<file path="src/rtl/alu_writeback_if.sv">
// ALU-result handshake bundle between the ALU (master) and the writeback stage (slave).
interface alu_writeback_if #(
    parameter int DATA_W = 16,
    parameter int ADDR_W = 5
);
    logic                  in_valid;
    logic                  in_ready;
    logic [5:0]            in_opcode;
    logic [2*DATA_W-1:0]   in_result;
    logic [ADDR_W-1:0]     in_rdst1;
    logic [ADDR_W-1:0]     in_rdst2;

    modport master (
        output in_valid, in_opcode, in_result, in_rdst1, in_rdst2,
        input  in_ready
    );

    modport slave (
        input  in_valid, in_opcode, in_result, in_rdst1, in_rdst2,
        output in_ready
    );
endinterface

</file>
<file path="src/rtl/alu_writeback.sv">
// ALU writeback stage: filters opcodes, buffers results in a FIFO and sequences RF writes.
// Optional operand-forwarding outputs are enabled by defining ALU_WRITEBACK_FWD_EN.
module alu_writeback #(
    parameter int          DEPTH  = 2,
    parameter int          DATA_W = 16,
    parameter int          ADDR_W = 5,
    parameter logic [5:0]  MUL_OP = 6'b000111
) (
    input  logic                clock,
    input  logic                reset,
    alu_writeback_if.slave      in_bus,
    output logic                rf_we,
    output logic [ADDR_W-1:0]   rf_addr,
    output logic [DATA_W-1:0]   rf_wdata,
    output logic                busy,
    output logic [7:0]          drop_cnt
`ifdef ALU_WRITEBACK_FWD_EN
    ,
    output logic                fwd_valid,
    output logic [ADDR_W-1:0]   fwd_addr,
    output logic [DATA_W-1:0]   fwd_data
`endif
);

    localparam int PTR_W = $clog2(DEPTH);

    typedef enum logic {IDLE, WR_HI} state_t;

    function automatic logic is_legal(input logic [5:0] op);
        return (op == 6'd0) || (op == 6'd1) || ((op >= 6'd4) && (op <= 6'd16));
    endfunction

    function automatic logic ptr_full(input logic [PTR_W:0] wp, input logic [PTR_W:0] rp);
        return (wp[PTR_W] != rp[PTR_W]) && (wp[PTR_W-1:0] == rp[PTR_W-1:0]);
    endfunction

    logic                  mem_mul    [DEPTH];
    logic [2*DATA_W-1:0]   mem_result [DEPTH];
    logic [ADDR_W-1:0]     mem_rdst1  [DEPTH];
    logic [ADDR_W-1:0]     mem_rdst2  [DEPTH];

    logic [PTR_W:0]        wr_ptr, rd_ptr, wr_ptr_nxt, rd_ptr_nxt;
    logic [PTR_W-1:0]      head;
    logic                  empty, full, ready_q;
    logic                  accept, push, pop;

    state_t                state_q, state_d;
    logic                  we_d;
    logic [ADDR_W-1:0]     addr_d, hi_addr;
    logic [DATA_W-1:0]     wdata_d, hi_data;

    assign head   = rd_ptr[PTR_W-1:0];
    assign empty  = (wr_ptr == rd_ptr);
    assign full   = ptr_full(wr_ptr, rd_ptr);
    assign accept = in_bus.in_valid && ready_q;
    assign push   = accept && is_legal(in_bus.in_opcode);

    assign wr_ptr_nxt = wr_ptr + {{PTR_W{1'b0}}, push};
    assign rd_ptr_nxt = rd_ptr + {{PTR_W{1'b0}}, pop};

    // Ready is registered so the ALU never sees a combinational path from its own valid.
    assign in_bus.in_ready = ready_q;

    assign busy = !empty || (state_q == WR_HI) || rf_we;

    always_ff @(posedge clock) begin
        if (push) begin
            mem_mul[wr_ptr[PTR_W-1:0]]    <= (in_bus.in_opcode == MUL_OP);
            mem_result[wr_ptr[PTR_W-1:0]] <= in_bus.in_result;
            mem_rdst1[wr_ptr[PTR_W-1:0]]  <= in_bus.in_rdst1;
            mem_rdst2[wr_ptr[PTR_W-1:0]]  <= in_bus.in_rdst2;
        end
        if (pop) begin
            hi_addr <= mem_rdst2[head];
            hi_data <= mem_result[head][2*DATA_W-1:DATA_W];
        end
    end

    always_ff @(posedge clock) begin
        if (reset) begin
            wr_ptr   <= '0;
            rd_ptr   <= '0;
            ready_q  <= 1'b0;
            state_q  <= IDLE;
            rf_we    <= 1'b0;
            rf_addr  <= '0;
            rf_wdata <= '0;
            drop_cnt <= '0;
        end else begin
            wr_ptr   <= wr_ptr_nxt;
            rd_ptr   <= rd_ptr_nxt;
            ready_q  <= !ptr_full(wr_ptr_nxt, rd_ptr_nxt);
            state_q  <= state_d;
            rf_we    <= we_d;
            rf_addr  <= addr_d;
            rf_wdata <= wdata_d;
            if (accept && !is_legal(in_bus.in_opcode) && (drop_cnt != 8'hFF))
                drop_cnt <= drop_cnt + 8'd1;
        end
    end

    // Low half is written on the pop cycle; a MUL spends one more cycle on the high half.
    always_comb begin
        state_d = state_q;
        pop     = 1'b0;
        we_d    = 1'b0;
        addr_d  = rf_addr;
        wdata_d = rf_wdata;
        case (state_q)
            IDLE: begin
                if (!empty) begin
                    pop     = 1'b1;
                    we_d    = 1'b1;
                    addr_d  = mem_rdst1[head];
                    wdata_d = mem_result[head][DATA_W-1:0];
                    if (mem_mul[head])
                        state_d = WR_HI;
                end
            end
            WR_HI: begin
                we_d    = 1'b1;
                addr_d  = hi_addr;
                wdata_d = hi_data;
                state_d = IDLE;
            end
        endcase
    end

`ifdef ALU_WRITEBACK_FWD_EN
    logic fwd_hold;

    // rf_addr/rf_wdata hold after a write, so one extra cycle of valid exposes the last write.
    always_ff @(posedge clock) begin
        if (reset)
            fwd_hold <= 1'b0;
        else
            fwd_hold <= rf_we;
    end

    assign fwd_valid = rf_we || fwd_hold;
    assign fwd_addr  = rf_addr;
    assign fwd_data  = rf_wdata;
`endif

endmodule

</file>
<file path="src/flat_wrapper.sv">
// flat-port wrapper written by rule: the top's interface ports become plain ports
module alu_writeback_flat 
#(
    parameter int          DEPTH  = 2,
    parameter int          DATA_W = 16,
    parameter int          ADDR_W = 5,
    parameter logic [5:0]  MUL_OP = 6'b000111
)
  (clock, reset, rf_we, rf_addr, rf_wdata, busy, drop_cnt, in_bus_in_valid, in_bus_in_opcode, in_bus_in_result, in_bus_in_rdst1, in_bus_in_rdst2, in_bus_in_ready);
  alu_writeback_if #(.DATA_W(DATA_W), .ADDR_W(ADDR_W)) in_bus_i ();
  input  logic clock;
  input  logic reset;
  output logic rf_we;
  output logic [ADDR_W-1:0] rf_addr;
  output logic [DATA_W-1:0] rf_wdata;
  output logic busy;
  output logic [7:0] drop_cnt;
  input wire logic [$bits(in_bus_i.in_valid)-1:0] in_bus_in_valid;
  input wire logic [$bits(in_bus_i.in_opcode)-1:0] in_bus_in_opcode;
  input wire logic [$bits(in_bus_i.in_result)-1:0] in_bus_in_result;
  input wire logic [$bits(in_bus_i.in_rdst1)-1:0] in_bus_in_rdst1;
  input wire logic [$bits(in_bus_i.in_rdst2)-1:0] in_bus_in_rdst2;
  output wire logic [$bits(in_bus_i.in_ready)-1:0] in_bus_in_ready;
  assign in_bus_i.in_valid = in_bus_in_valid;
  assign in_bus_i.in_opcode = in_bus_in_opcode;
  assign in_bus_i.in_result = in_bus_in_result;
  assign in_bus_i.in_rdst1 = in_bus_in_rdst1;
  assign in_bus_i.in_rdst2 = in_bus_in_rdst2;
  assign in_bus_in_ready = in_bus_i.in_ready;
  alu_writeback #(.DEPTH(DEPTH), .DATA_W(DATA_W), .ADDR_W(ADDR_W), .MUL_OP(MUL_OP)) u_core (.clock(clock), .reset(reset), .in_bus(in_bus_i), .rf_we(rf_we), .rf_addr(rf_addr), .rf_wdata(rf_wdata), .busy(busy), .drop_cnt(drop_cnt));
endmodule
</file>
<file path="config.mk">
export PLATFORM = sky130hd
export DESIGN_NAME = alu_writeback_flat
export DESIGN_NICKNAME = d
export VERILOG_FILES = /design/src/rtl/alu_writeback_if.sv /design/src/rtl/alu_writeback.sv /design/src/flat_wrapper.sv
export SDC_FILE = /design/constraint.sdc
export NUM_CORES = 1
export LEC_CHECK = 0
export ABC_AREA = 1
export BUFFER_PORTS_ARGS = -buffer_cell sky130_fd_sc_hd__buf_2
export CAP_MARGIN = 30
export CORE_ASPECT_RATIO = 0.7
export CORE_MARGIN = 3
export CORE_UTILIZATION = 45
export DETAILED_ROUTE_END_ITERATION = 7
export PLACE_DENSITY = 0.66
export SETUP_SLACK_MARGIN = 0.3
export SLEW_MARGIN = 20
export SYNTH_ARGS = -nofsm -noshare
export SYNTH_HDL_FRONTEND = slang
export SYNTH_SLANG_ARGS = --single-unit
</file>
<file path="constraint.sdc">
create_clock -name clock -period 4.95 [get_ports clock]
set_input_delay 0.99 -clock clock [delete_from_list [all_inputs] [get_ports clock]]
set_output_delay 0.99 -clock clock [all_outputs]
set_load 0.1 [all_outputs]
</file>
==> results of run 1 <==
## metrics by stage
step	power (mW)	instance area (um^2)	instances	hold WS, ps
final	4.23	6720	625	516
after global routing	4.40	6720	625	540
after CTS	4.26	6710	624	522
after detailed placement	2.72	5980	592	511
after global placement	2.71	5970	592	505
after floorplan	2.54	5440	370	509
## final cells by class
type	instances	share of cell area, %
tap	153	2.85
multi-input combinational	192	20.1
inverter	19	1.06
clock inverter	14	4.22
sequential	143	58.6
timing repair buffer	86	6.66
clock buffer	18	6.53
## worst max-delay path, cell delays in order, from the launching register on
cell,delay (ps)
sky130_fd_sc_hd__dfxtp_2,830
sky130_fd_sc_hd__or2_2,760
sky130_fd_sc_hd__or2_1,180
sky130_fd_sc_hd__buf_2,420
## metal layers
layer / GRT usage [%] / part of all wire (%) / wire length (um) / up-vias
li1: - / - / - / 1521
met1: 20.1 / 46 / 4510 / 1490
met2: 23.4 / 48 / 4710 / 91
met3: 5.72 / 6.0 / 593 / 5
met4: 4.60 / 0.68 / 67 / 0
met5: 0 / 0 / 0 / -
## flip-flops by register name, indices dropped and copies added (netlist names), 5 cells and up
name,count
u_core.drop_cnt,8
u_core.hi_addr,5
u_core.hi_data,16
u_core.mem_rdst1,10
u_core.mem_rdst2,10
u_core.mem_result,64
u_core.rf_addr,5
u_core.rf_wdata,16
## cell usage after synthesis
cell / instances
sky130_fd_sc_hd__buf_1: 1
sky130_fd_sc_hd__nor3_1: 2
sky130_fd_sc_hd__mux2i_1: 22
sky130_fd_sc_hd__or2_2: 2
sky130_fd_sc_hd__or2_1: 2
sky130_fd_sc_hd__nand3_1: 2
sky130_fd_sc_hd__xnor2_1: 4
sky130_fd_sc_hd__dfxtp_1: 36
sky130_fd_sc_hd__ha_1: 4
sky130_fd_sc_hd__o21ai_0: 13
sky130_fd_sc_hd__inv_1: 19
sky130_fd_sc_hd__mux2_2: 42
sky130_fd_sc_hd__nand3b_1: 3
sky130_fd_sc_hd__edfxtp_1: 107
sky130_fd_sc_hd__xor2_1: 2
sky130_fd_sc_hd__clkbuf_1: 3
sky130_fd_sc_hd__nor4_1: 1
sky130_fd_sc_hd__buf_6: 4
sky130_fd_sc_hd__nor2_1: 28
sky130_fd_sc_hd__o21ai_1: 9
sky130_fd_sc_hd__nand2_1: 28
sky130_fd_sc_hd__buf_2: 8
sky130_fd_sc_hd__a21oi_1: 24
sky130_fd_sc_hd__nand4_1: 4
## power by group through the flow
stage	Combinational, mW	Sequential [mW]	Clock (mW)
global route	1.23	1.55	1.62
CTS	1.16	1.54	1.56
finish	1.16	1.54	1.54
detailed placement	1.16	1.56	0
floorplan	0.473	2.07	0
global placement	1.15	1.56	0
## logic make-up after synthesis
| logic type | synth area share, % |
|---|---|
| DFF | 72.3 |
| and+or+nand+nor | 5.68 |
| muxes | 12.7 |
| AOI/OAI and AO/OA | 4.23 |
| buffers and inverters | 3.15 |
| xor gates and xnor gates | 0.966 |
| adders and majority gates | 0.920 |
## worst max path at each step
stage	endpoint	slack, ps
2_1_floorplan	u_core.in_bus.in_ready$_SDFF_PP0_	1590
3_5_place_dp	u_core.mem_result[1][6]$_DFFE_PP_	1560
4_1_cts	busy	1330
3_3_place_gp	u_core.mem_result[1][21]$_DFFE_PP_	1770
5_1_grt	busy	1190
6_report	busy	1360
==> impl_metrics.py, run 1 <==
metrics = {
    "sta": {
        "final.period_utilization_pct": 72.6,
        "final-setup-viol-count": 0,
        "timing.final.max_slew_violations": 0,
        "setup_ws_ps": 1360,
        "hold_viol_final": 0,
        "unrepaired_setup_endpoints_after_global_routing": "false",
        "finalSetupTns_ps": 0,
        "finalClockSkew_ps": 12.7,
        "tightestPinTransition_ps": 826,
        "timing.final.crit_period_ps": 3590,
        "max_slew_margin_pct": 44.9,
        "fmaxAchievable_ghz": 0.278,
    },
    "worst_setup_path": {
        "r2r_cells": 7,
        "crit_path_start": "u_core.state_q$_SDFF_PP0_",
        "worst-r2r-setup-slack_ps": 2700,
        "timing.critical_path.fanout_max": 44,
        "r2r_start": "u_core.in_bus.in_ready$_SDFF_PP0_",
        "crit_required_ps": 3960,
        "endpoint_kind": "output port",
        "worst_setup_path_start_kind": "register",
        "timing.critical_path.arrival_ps": 2600,
        "criticalPathCategory": "reg -> out",
        "reg2reg_to": "u_core.in_bus.in_ready$_SDFF_PP0_",
    },
    "cells_and_area": {
        "area_growth_pct": 23.6,
        "fillerInstances": 861,
        "layout.nets": 514,
        "final_common_cell": "sky130_fd_sc_hd__edfxtp_1",
        "multi_input_comb_area_um2": 1350,
        "finish.utilization_pct": 58.9,
        "post_route_cells_drive_above_1_share_pct": 35.4,
        "final_cell_mix": "107 x sky130_fd_sc_hd__edfxtp_1, 82 x sky130_fd_sc_hd__buf_2, 42 x sky130_fd_sc_hd__mux2_2, 34 x sky130_fd_sc_hd__dfxtp_1, 28 x sky130_fd_sc_hd__nand2_1",
        "num_antenna_cells": 0,
        "seq_area_um2": 3940,
    },
    "power_and_ir_drop": {
        "power_leakage_nw": 2.54,
        "clock_network_fraction_of_design_power_pct": 36.4,
        "power.sequential.fraction_pct": 36.3,
        "p_int_mw": 2.79,
        "power_density_nw_per_um2": 630,
        "power_switching_share_pct": 34.1,
        "total_switching_power_mw": 1.45,
        "combinational_share_of_power_pct": 27.3,
        "vdd.ir_drop.worst_uv": 306,
    },
    "hold_path": {
        "min_from": "u_core.rf_addr[4]$_SDFFE_PP0P_",
        "hold_path.class": "reg -> reg",
        "whs_endpoint": "u_core.rf_addr[4]$_SDFFE_PP0P_",
        "timing.hold.worst_path_depth": 2,
    },
    "flow_run": {
        "drv_cap": 0,
    },
    "detailed_routing": {
        "drt_iter0_markers": 211,
        "vias": 3107,
        "route.detailed.wl_per_inst_um": 15.8,
        "wl_mm": 9.89,
        "drt-pass1-iter-count": 7,
        "drc": 0,
        "drt-vias-per-instance": 4.97,
        "final_antenna_net_count": 0,
    },
    "synth": {
        "yosys_top_cell_area_share_pct": 59.1,
        "synth.largest_area_cell": "sky130_fd_sc_hd__edfxtp_1",
        "synth_cell_types": 24,
        "synthTopCellsByArea": "sky130_fd_sc_hd__edfxtp_1 59%, sky130_fd_sc_hd__dfxtp_1 13%, sky130_fd_sc_hd__mux2_2 8.7%",
        "avgSynthCellArea_um2": 14.7,
        "ys_ff_latch": 143,
        "syn-num-nets": 425,
        "synth-warning-count": 0,
        "mappedNetlistArea_um2": 5440,
        "sequential_element_share_of_the_synthesized_area_pct": 72.3,
        "syn_inst": 370,
    },
    "clock_tree": {
        "cts.repair_timing.setup_buffer_count": 0,
        "ctsHtreeMaxLevel": 4,
        "cts_made_buffers": 17,
        "cts.sinks": 143,
        "ctsLongestPathBuffers": 2,
        "cts-hold-fix-buffers": 0,
        "clock_tree_from_tritoncts": "built",
        "clkLatencyLatePin_ps": 410,
        "clk_root_buffer_cell": "sky130_fd_sc_hd__clkbuf_16",
        "post_cts.resized_instances": 0,
        "clock_input_transition_at_the_sequential_cells_of_the_worst_setup_and_hold_paths_ps": 60,
    },
    "floorplan": {
        "ios": 83,
        "die-width_um": 137,
        "num_rows": 32,
        "initial_standard_cell_utilization_of_the_core_pct": 47.7,
        "die_h_um": 98.0,
        "floorplan.die_area_um2": 13500,
        "coreArea_um2": 11400,
    },
    "global_routing": {
        "grt_max_degree": 45,
        "grt_pass1_wl_mm": 15.4,
        "grt-ovfl-total": 0,
        "grt_pass1_vias": 3031,
        "antenna_found_initial": 0,
        "grt.total_usage_pct": 15.2,
    },
    "placement": {
        "port_buffers": 82,
        "preCtsSetupSlack_ps": 1560,
        "place.detailed.hpwl_mm": 6.05,
        "gp_congestion": 0.769,
    },
    "status": {
        "run_status": "finished clean",
    },
}
Note: power is estimated with default switching activity, not from simulation.
==> run 2: changes to the inputs <==
Settings changed: ABC_AREA 1 to 0, PLACE_DENSITY 0.66 to 0.68.
Clock period 4.95 ns to 3.1 ns, I/O delays scaled along.
==> impl_metrics.py, run 2 <==
metrics = {
    "power_and_ir_drop": {
        "combinational_share_of_power_pct": 30.6,
        "power_switching_share_pct": 36.3,
        "power.sequential.fraction_pct": 36.4,
        "vdd.ir_drop.worst_uv": 586,
        "power_leakage_nw": 2.37,
        "p_int_mw": 4.32,
        "total_switching_power_mw": 2.47,
        "power_density_nw_per_um2": 1010,
        "clock_network_fraction_of_design_power_pct": 33.0,
    },
    "floorplan": {
        "ios": 83,
        "die-width_um": 137,
        "num_rows": 32,
        "coreArea_um2": 11400,
        "floorplan.die_area_um2": 13400,
        "initial_standard_cell_utilization_of_the_core_pct": 47.6,
        "die_h_um": 97.7,
    },
    "detailed_routing": {
        "drt-pass1-iter-count": 5,
        "route.detailed.wl_per_inst_um": 17.5,
        "drt-vias-per-instance": 5.34,
        "wl_mm": 10.7,
        "vias": 3271,
        "final_antenna_net_count": 0,
        "drt_iter0_markers": 266,
        "drc": 0,
    },
    "clock_tree": {
        "ctsLongestPathBuffers": 2,
        "cts.repair_timing.setup_buffer_count": 0,
        "cts.sinks": 143,
        "clk_root_buffer_cell": "sky130_fd_sc_hd__clkbuf_16",
        "clock_input_transition_at_the_sequential_cells_of_the_worst_setup_and_hold_paths_ps": 60,
        "ctsHtreeMaxLevel": 4,
        "cts_made_buffers": 17,
        "clkLatencyLatePin_ps": 420,
        "cts-hold-fix-buffers": 0,
        "post_cts.resized_instances": 0,
        "clock_tree_from_tritoncts": "built",
    },
    "hold_path": {
        "whs_endpoint": "u_core.mem_result[0][28]$_DFFE_PP_",
        "timing.hold.worst_path_depth": 1,
        "min_from": "in_bus_in_result[28]",
        "hold_path.class": "in -> reg",
    },
    "sta": {
        "timing.final.crit_period_ps": 2450,
        "final-setup-viol-count": 0,
        "finalSetupTns_ps": 0,
        "fmaxAchievable_ghz": 0.408,
        "timing.final.max_slew_violations": 0,
        "hold_viol_final": 0,
        "unrepaired_setup_endpoints_after_global_routing": "false",
        "tightestPinTransition_ps": 719,
        "max_slew_margin_pct": 52.0,
        "finalClockSkew_ps": 12.1,
        "final.period_utilization_pct": 79.1,
    },
    "synth": {
        "number_of_enable_type_register_cells_in_the_synthesized_netlist": 107,
        "yosys_top_cell_area_share_pct": 59.4,
        "mappedNetlistArea_um2": 5410,
        "synth_cell_types": 41,
        "syn_inst": 356,
        "avgSynthCellArea_um2": 15.2,
        "syn-num-nets": 411,
        "ys_dominant_reg_cell": "sky130_fd_sc_hd__edfxtp_1",
        "synth.top_cells.by_count": "107 x sky130_fd_sc_hd__edfxtp_1, 36 x sky130_fd_sc_hd__dfxtp_1, 30 x sky130_fd_sc_hd__a21oi_1",
        "sequential_element_share_of_the_synthesized_area_pct": 72.7,
        "synth-warning-count": 0,
        "synth_most_common_cell": "sky130_fd_sc_hd__edfxtp_1",
        "synthTopCellsByArea": "sky130_fd_sc_hd__edfxtp_1 59%, sky130_fd_sc_hd__dfxtp_1 13%, sky130_fd_sc_hd__mux2_2 4.4%",
        "ys_ff_latch": 143,
        "async_reset_ff_share_pct": 0,
        "synth.largest_area_cell": "sky130_fd_sc_hd__edfxtp_1",
    },
    "cells_and_area": {
        "final_common_cell": "sky130_fd_sc_hd__edfxtp_1",
        "final_cell_mix": "107 x sky130_fd_sc_hd__edfxtp_1, 81 x sky130_fd_sc_hd__buf_2, 35 x sky130_fd_sc_hd__dfxtp_1, 30 x sky130_fd_sc_hd__a21oi_1, 24 x sky130_fd_sc_hd__o21ai_0",
        "post_route_cells_drive_above_1_share_pct": 34.0,
        "layout.nets": 501,
        "area_growth_pct": 23.6,
        "final_area_um2": 6690,
        "multi_input_comb_area_um2": 1370,
        "final_cells": 612,
        "fillerInstances": 884,
        "largest_register_ffs": 64,
        "seq_area_um2": 3940,
        "num_antenna_cells": 0,
    },
    "global_routing": {
        "grt_pass1_vias": 3236,
        "grt.total_usage_pct": 16.6,
        "grt_pass1_wl_mm": 16.6,
        "antenna_found_initial": 0,
        "grt-ovfl-total": 0,
        "grt_max_degree": 45,
    },
    "worst_setup_path": {
        "timing.critical_path.arrival_ps": 1830,
        "timing.critical_path.fanout_max": 14,
        "reg2reg_to": "u_core.in_bus.in_ready$_SDFF_PP0_",
        "r2r_start": "u_core.wr_ptr[0]$_SDFF_PP0_",
        "crit_buf_inv": 1,
        "crit_required_ps": 2480,
        "worst-r2r-setup-slack_ps": 860,
        "criticalPathCategory": "reg -> out",
        "cpPeakStageDelay_ps": 400,
        "worst_setup_path_start_kind": "register",
        "r2r_cells": 8,
        "critical_path.top_delay_family": "simple AND/OR/NAND/NOR gates",
        "endpoint_kind": "output port",
        "crit_path_top_delay_cell": "sky130_fd_sc_hd__dfxtp_1",
        "worstSetupPathDepth": 4,
        "timing.critical_path.cells": "xor2_2, or2_1, or3_1, buf_12",
    },
    "flow_run": {
        "drv_cap": 0,
    },
    "placement": {
        "place.detailed.hpwl_mm": 6.90,
        "gp_congestion": 0.794,
        "dpl-instance-area_um2": 6020,
        "placedCellCount": 580,
        "port_buffers": 82,
    },
    "status": {
        "run_status": "finished clean",
    },
}
run 2: cell count changes after synthesis, sizes merged, moves of 4 or more:
cell    delta
clkbuf     +8
nand2      -6
mux2      -21
o211ai    +21
or4        +4
inv       -16
o31ai      +4
nor2      -24
a21oi      +6
run 2: area by class of cell:
cell class,instances,share of cell area (%)
clock inverter,11,2.62
inverter,3,0.168
clock buffer,21,7.37
sequential,143,58.9
tap,153,2.86
multi-input combinational,189,20.4
timing repair buffer,92,7.67
run 2: layer usage:
metal  global-route usage (%)  vias to the layer above  wire (um)
li1                         -                     1551          -
met1                     23.3                     1602       5110
met2                     23.0                      109       4660
met3                     6.16                        9        811
met4                     7.36                        0        106
met5                        0                        -          0
run 2: how the worst max path moves through the flow:
stage | slack, ps | from | to
3_5_place_dp | 490 | in_bus_in_opcode[0] | u_core.mem_result[1][30]$_DFFE_PP_
3_3_place_gp | 530 | in_bus_in_opcode[0] | u_core.mem_result[1][25]$_DFFE_PP_
2_1_floorplan | 360 | in_bus_in_opcode[0] | u_core.in_bus.in_ready$_SDFF_PP0_
4_1_cts | 620 | u_core.wr_ptr[0]$_SDFF_PP0_ | busy
6_report | 650 | u_core.wr_ptr[0]$_SDFF_PP0_ | busy
5_1_grt | 560 | u_core.wr_ptr[0]$_SDFF_PP0_ | busy
run 2: logic make-up (layout without fill, tap and decap cells):
kind of cell,Yosys count,in the layout,synth area share [%]
DFF,143,143,72.7
AOI/OAI and AO/OA,83,83,9.25
and+or+nand+nor,53,53,5.39
muxes,43,43,8.44
buffers and inverters,24,127,2.15
xor gates and xnor gates,6,6,1.11
adders and majority gates,4,4,0.925
run 2: metrics by stage:
stage / hold slack [ps] / setup WS [ps] / utilization [%] / power [mW]
after floorplan: 475 / 361 / - / 4.15
after global placement: 486 / 530 / 52.9 / 4.56
after detailed placement: 491 / 494 / 52.9 / 4.59
after CTS: 378 / 623 / 58.8 / 6.83
after global routing: 375 / 556 / 58.8 / 7.03
final: 394 / 647 / 58.8 / 6.78
run 2: power by group through the flow:
| stage | clock (mW) | combinational [mW] | sequential, mW |
|---|---|---|---|
| 2_1_floorplan | 0 | 0.760 | 3.39 |
| 5_1_grt | 2.36 | 2.19 | 2.49 |
| 3_5_place_dp | 0 | 2.08 | 2.50 |
| 4_1_cts | 2.27 | 2.09 | 2.47 |
| 6_report | 2.24 | 2.08 | 2.47 |
| 3_3_place_gp | 0 | 2.05 | 2.50 |
